`config.mk`:
```
export PLATFORM = sky130hd
export DESIGN_NAME = btn_debounce_multi
export DESIGN_NICKNAME = d
export VERILOG_FILES = /design/src/rtl/btn_pkg.sv /design/src/rtl/btn_chan.sv /design/src/rtl/btn_debounce_multi.sv
export SDC_FILE = /design/constraint.sdc
export NUM_CORES = 1
export LEC_CHECK = 0
export BUFFER_PORTS_ARGS = -buffer_cell sky130_fd_sc_hd__buf_2
export CORE_MARGIN = 10
export CORE_UTILIZATION = 60
export DETAILED_ROUTE_END_ITERATION = 8
export GPL_ROUTABILITY_DRIVEN = 0
export GPL_TIMING_DRIVEN = 0
export PLACE_DENSITY = 0.81
export SYNTH_ARGS = -nofsm -noshare
export SYNTH_HDL_FRONTEND = slang
export SYNTH_SLANG_ARGS = --single-unit
```
`constraint.sdc`:
```
create_clock -name CLK -period 3.2 [get_ports CLK]
set_clock_uncertainty 0.2 [all_clocks]
set_input_delay 0.96 -clock CLK [delete_from_list [all_inputs] [get_ports CLK]]
set_output_delay 0.96 -clock CLK [all_outputs]
set_load 0.05 [all_outputs]
```
`src/rtl/btn_pkg.sv`:
```
// Shared constants and counter-sizing helpers for the multi-channel button debouncer.
package btn_pkg;

    localparam int DEF_DIV_40HZ     = 1250000;
    localparam int DEF_STABLE       = 2;
    localparam int DEF_REPEAT_DELAY = 20;
    localparam int DEF_REPEAT_RATE  = 4;

    // Bits needed to hold 0..value-1, never fewer than one.
    function automatic int clog2_safe(input int value);
        int bits;
        bits = 1;
        while ((1 << bits) < value) begin
            bits++;
        end
        return bits;
    endfunction

    function automatic int max_int(input int a, input int b);
        return (a > b) ? a : b;
    endfunction

endpackage

```
`src/rtl/btn_chan.sv`:
```
// One debounce channel: 2-FF synchroniser, tick-sampled stability counter, level and pulses.
// Auto-repeat counter is generated only when BTN_REPEAT_EN is defined.
module btn_chan
    import btn_pkg::*;
#(
    parameter int STABLE       = DEF_STABLE,
    parameter bit ACTIVE_LOW   = 1'b1,
    parameter int REPEAT_DELAY = DEF_REPEAT_DELAY,
    parameter int REPEAT_RATE  = DEF_REPEAT_RATE
) (
    input  logic clk_i,
    input  logic rst_i,
    input  logic tick_i,
    input  logic pin_i,
    output logic level_o,
    output logic press_o,
    output logic release_o,
    output logic repeat_o
);

    if (STABLE < 1 || STABLE > 15 || REPEAT_DELAY < 1 || REPEAT_RATE < 1) begin : g_bad_cfg
        $error("btn_chan: STABLE must be 1..15, REPEAT_DELAY and REPEAT_RATE >= 1");
    end

    localparam int              STB_W    = clog2_safe(STABLE);
    localparam logic [STB_W-1:0] STB_LAST = STB_W'(STABLE - 1);

    logic [1:0]       sync_q;
    logic             sample;
    logic [STB_W-1:0] stab_q, stab_d;
    logic             level_q, level_d;
    logic             press_q, press_d;
    logic             release_q, release_d;

    assign sample = sync_q[1] ^ ACTIVE_LOW;

    // NOTE: every always_comb output gets a default first so no path leaves it unassigned (no latch).
    always_comb begin
        stab_d    = stab_q;
        level_d   = level_q;
        press_d   = 1'b0;
        release_d = 1'b0;
        if (tick_i) begin
            if (sample == level_q) begin
                stab_d = '0;
            end else if (stab_q == STB_LAST) begin
                stab_d    = '0;
                level_d   = ~level_q;
                press_d   = ~level_q;
                release_d = level_q;
            end else begin
                stab_d = stab_q + 1'b1;
            end
        end
    end

    // NOTE: sequential state uses non-blocking assignments so every register samples pre-edge values.
    always_ff @(posedge clk_i) begin
        if (rst_i) begin
            sync_q    <= {2{ACTIVE_LOW}};
            stab_q    <= '0;
            level_q   <= 1'b0;
            press_q   <= 1'b0;
            release_q <= 1'b0;
        end else begin
            sync_q    <= {sync_q[0], pin_i};
            stab_q    <= stab_d;
            level_q   <= level_d;
            press_q   <= press_d;
            release_q <= release_d;
        end
    end

    assign level_o   = level_q;
    assign press_o   = press_q;
    assign release_o = release_q;

`ifdef BTN_REPEAT_EN
    localparam int RPT_W = clog2_safe(max_int(REPEAT_DELAY, REPEAT_RATE) + 1);
    localparam logic [RPT_W-1:0] RPT_LAST   = RPT_W'(REPEAT_DELAY - 1);
    // Modular reload: RATE > DELAY still lands on RPT_LAST after exactly RATE ticks.
    localparam logic [RPT_W-1:0] RPT_RELOAD = RPT_W'(REPEAT_DELAY - REPEAT_RATE);

    logic [RPT_W-1:0] rpt_q, rpt_d;
    logic             repeat_q, repeat_d;

    always_comb begin
        rpt_d    = rpt_q;
        repeat_d = 1'b0;
        if (!level_q || release_d) begin
            rpt_d = '0;
        end else if (tick_i) begin
            if (rpt_q == RPT_LAST) begin
                rpt_d    = RPT_RELOAD;
                repeat_d = 1'b1;
            end else begin
                rpt_d = rpt_q + 1'b1;
            end
        end
    end

    always_ff @(posedge clk_i) begin
        if (rst_i) begin
            rpt_q    <= '0;
            repeat_q <= 1'b0;
        end else begin
            rpt_q    <= rpt_d;
            repeat_q <= repeat_d;
        end
    end

    assign repeat_o = repeat_q;
`else
    assign repeat_o = 1'b0;
`endif

endmodule

```
`src/rtl/btn_debounce_multi.sv`:
```
// N-channel push-button debouncer: one shared sample-tick prescaler feeding N_BTN btn_chan instances.
// Define BTN_REPEAT_EN to build the auto-repeat counters; otherwise REPEAT is held at 0.
module btn_debounce_multi
    import btn_pkg::*;
#(
    parameter int N_BTN        = 3,
    parameter int DIV          = DEF_DIV_40HZ,
    parameter int STABLE       = DEF_STABLE,
    parameter bit ACTIVE_LOW   = 1'b1,
    parameter int REPEAT_DELAY = DEF_REPEAT_DELAY,
    parameter int REPEAT_RATE  = DEF_REPEAT_RATE
) (
    input  logic             CLK,
    input  logic             RST,
    input  logic [N_BTN-1:0] BIN,
    output logic [N_BTN-1:0] LEVEL,
    output logic [N_BTN-1:0] PRESS,
    output logic [N_BTN-1:0] RELEASE,
    output logic [N_BTN-1:0] REPEAT,
    output logic             TICK
);

    if (DIV < 2) begin : g_bad_div
        $error("btn_debounce_multi: DIV must be >= 2");
    end

    localparam int               PRE_W    = clog2_safe(DIV);
    localparam logic [PRE_W-1:0] PRE_LAST = PRE_W'(DIV - 1);

    logic [PRE_W-1:0] pre_q, pre_d;
    logic             tick;
    logic             tick_q;

    assign tick  = (pre_q == PRE_LAST);
    assign pre_d = tick ? '0 : pre_q + 1'b1;

    always_ff @(posedge CLK) begin
        if (RST) begin
            pre_q  <= '0;
            tick_q <= 1'b0;
        end else begin
            pre_q  <= pre_d;
            tick_q <= tick;
        end
    end

    assign TICK = tick_q;

    // Channels see the unregistered tick so their outputs change together with TICK.
    for (genvar g = 0; g < N_BTN; g++) begin : g_chan
        btn_chan #(
            .STABLE       (STABLE),
            .ACTIVE_LOW   (ACTIVE_LOW),
            .REPEAT_DELAY (REPEAT_DELAY),
            .REPEAT_RATE  (REPEAT_RATE)
        ) u_chan (
            .clk_i     (CLK),
            .rst_i     (RST),
            .tick_i    (tick),
            .pin_i     (BIN[g]),
            .level_o   (LEVEL[g]),
            .press_o   (PRESS[g]),
            .release_o (RELEASE[g]),
            .repeat_o  (REPEAT[g])
        );
    end

endmodule

```
==> results.py <==
metrics = {
    "critical_path": {
        "critPathMaxFanout": 9,
        "critPathKind": "reg2reg",
        "cp-end-kind": "register",
        "start_kind": "register",
        "arrival_ns": 2.49,
        "required_ns": 3.27,
    },
    "yosys": {
        "ys.flop_type": "dfxtp_1",
        "synth_top_area_share": 0.460,
        "syn_area_per_cell_um2": 9.20,
        "yosys_warnings": 0,
        "synth-seq-cells": 40,
        "async_flop_share": 0,
        "yosys-top-cells-count": "40 x dfxtp_1, 21 x nor2_1, 13 x nand2_1",
        "synth.distinct_cells": 31,
        "synth.largest_area_cell": "dfxtp_1",
        "synth_most_common_cell": "dfxtp_1",
        "yosysSeqAreaShare": 0.460,
        "ys_top_cells_by_area": "dfxtp_1 46%, buf_4 5.2%, nor2_1 4.5%",
        "synthCells": 189,
        "syn_area_mm2": 0.00174,
        "synth_edf_count": 0,
    },
    "finish": {
        "drive_gt1_frac": 0.212,
        "nNetsFinal": 217,
        "final_util": 0.692,
        "diodes": 0,
        "fillCellCount": 224,
        "syn_to_final_growth_pct": 9.78,
        "fin_cells": 243,
    },
    "pwr": {
        "p_per_area_mw_per_mm2": 421,
        "p_clk_frac": 0.324,
        "comb_power_share": 0.041,
        "power.leakage_nw": 0.677,
        "internal_power_mw": 0.625,
        "p_sw_frac": 0.223,
        "p_total_mw": 0.805,
        "peakVddDrop_v": 0.000404,
        "p_sw_mw": 0.179,
        "power_frac_seq": 0.635,
    },
    "cts": {
        "postCtsResizedCells": 0,
        "clock_path_buffers": 2,
        "clock-sinks": 40,
        "cts_buffers": 5,
        "clk_pin_slew_worst_paths_ns": 0.11,
        "cts_max_level": 2,
        "worstSkewPairLatency_ns": 0.34,
        "cts_hold_buf": 0,
        "cts_setup_buffers": 0,
        "cts_tree": "done",
        "cts_root_buf": "clkbuf_4",
    },
    "floorplan": {
        "pin_count": 18,
        "fp-row-count": 19,
        "die_area_mm2": 0.00545,
        "die_x_um": 73.8,
        "fp.dieH_um": 73.8,
        "initial_core_util": 0.631,
        "core_mm2": 0.00276,
    },
    "place": {
        "place_hpwl_um": 2540,
        "io_buffers": 13,
        "placedCellCount": 235,
    },
    "grt": {
        "gr-total-overflow": 0,
        "grt_pass1_vias": 1340,
        "grt_max_degree": 12,
        "grt_pass1_wl_um": 5830,
        "grtUsageTotal": 0.135,
        "antenna_found_initial": 0,
    },
    "sta": {
        "tns_ns": 0,
        "min_period_over_period": 0.756,
        "maxSlewHeadroom": 0.425,
        "period_minus_slack_ns": 2.42,
        "finalHoldWorstSlack_ns": 0.221,
        "setup_viol": 0,
        "grt_setup_unrepaired": "no",
        "hold_viol_final": 0,
        "fmax_ghz": 0.413,
        "slew_viol_final": 0,
        "tightestPinTransition_ns": 0.855,
    },
    "drt": {
        "drt-wirelength-per-cell_um": 14.5,
        "drcViolationCount": 0,
        "drt-total-wl_um": 3510,
        "drtPass1Iterations": 4,
        "vias_per_cell": 5.86,
        "drt-initial-drc-count": 111,
        "ant_nets": 0,
        "vias": 1425,
    },
    "min_path": {
        "hp-class": "reg2reg",
    },
    "status": {
        "status": "complete, no violations",
    },
    "flow_run": {
        "max-cap-violations": 0,
    },
}
[metrics by stage]
stage	cell area (µm²)	setup WS [ns]
finish	1910	0.781
global route	1910	0.652
CTS	1910	0.786
detailed placement	1850	0.818
global placement	1850	0.954
floorplan	1750	1.06
[final timing paths]
| kind | startpoint | endpoint | slack, ns | cells after the start |
|---|---|---|---|---|
| max | pre_q[0] | pre_q[18] | 0.78 | 6 |
| min | g_chan[0].u_chan.sync_q[0] | g_chan[0].u_chan.sync_q[1] | 0.22 | 1 |
| max reg2reg | pre_q[0] | pre_q[18] | 0.78 | 6 |
| min reg2reg | g_chan[0].u_chan.sync_q[0] | g_chan[0].u_chan.sync_q[1] | 0.22 | 1 |
[registers in the layout, indices dropped and copies added, names as in the netlist]
name                     flops
pre_q                       21
g_chan.u_chan.sync_q         6
g_chan.u_chan.level_o        3
g_chan.u_chan.press_o        3
g_chan.u_chan.release_o      3
g_chan.u_chan.stab_q         3
TICK                         1
[power groups by stage]
stage	Sequential, mW	Combinational, mW	Clock, mW
floorplan	0.520	0.0266	0
global route	0.512	0.0367	0.288
finish	0.510	0.0330	0.261
global placement	0.521	0.0321	0
detailed placement	0.522	0.0324	0
CTS	0.510	0.0329	0.265
[cell type report]
type	instances	area (µm²)	share of cell area
plain buffers	16	113	0.0590
multi-input cells	132	822	0.431
inverters	3	11.3	0.00590
repair buffers	13	65.1	0.0341
flip-flops and latches	40	801	0.419
well taps	31	38.8	0.0203
clock buffers	8	58.8	0.0308
[layer usage]
layer / share of wire / track usage
met4: 0.013 / 0.0518
met1: 0.41 / 0.145
met3: 0.073 / 0.0565
met5: 0 / 0
met2: 0.51 / 0.230
[layout by cell type, fill, tap and decap left out]
cell type  count
nand3_2        1
or2_2          7
o21ai_4        1
a31oi_1        4
nand3_1        9
inv_1          3
nor2_1        21
mux2i_1        3
and2_1         1
nor3_1        11
buf_6          1
nand4_1        7
dfxtp_1       40
xor2_1         7
and3_1         2
o21ai_0        7
clkbuf_8       1
nor4_4         1
buf_4         12
clkbuf_4       5
or3_1          4
a21oi_1        6
xnor2_1        8
conb_1         3
buf_2         13
clkbuf_1       5
ha_1           1
or4_1          2
or4_4          2
nand4bb_4      1
a311oi_1       3
nor4_1         5
and4_1         2
nand2_1       13
[cell families (layout without fill, tap and decap cells)]
kind of cell	after synthesis	after routing	synth area share
buffers and inverters	19	40	0.0712
adder cells (fa/ha/maj)	1	1	0.00719
AO/OA/AOI/OAI	21	21	0.0763
flip-flops	40	40	0.460
other	1	3	0.00216
multiplexers	3	3	0.0173
AND/OR/NAND/NOR	89	89	0.290
XOR/XNOR	15	15	0.0755
[critical path: stages, from the launching register on]
cell,delay [ns]
dfxtp_1,0.41
ha_1,0.23
nand3_2,0.21
or4_1,0.59
clkbuf_1,0.21
or3_1,0.35
a21oi_1,0.15
(Power assumes the default switching activity.)
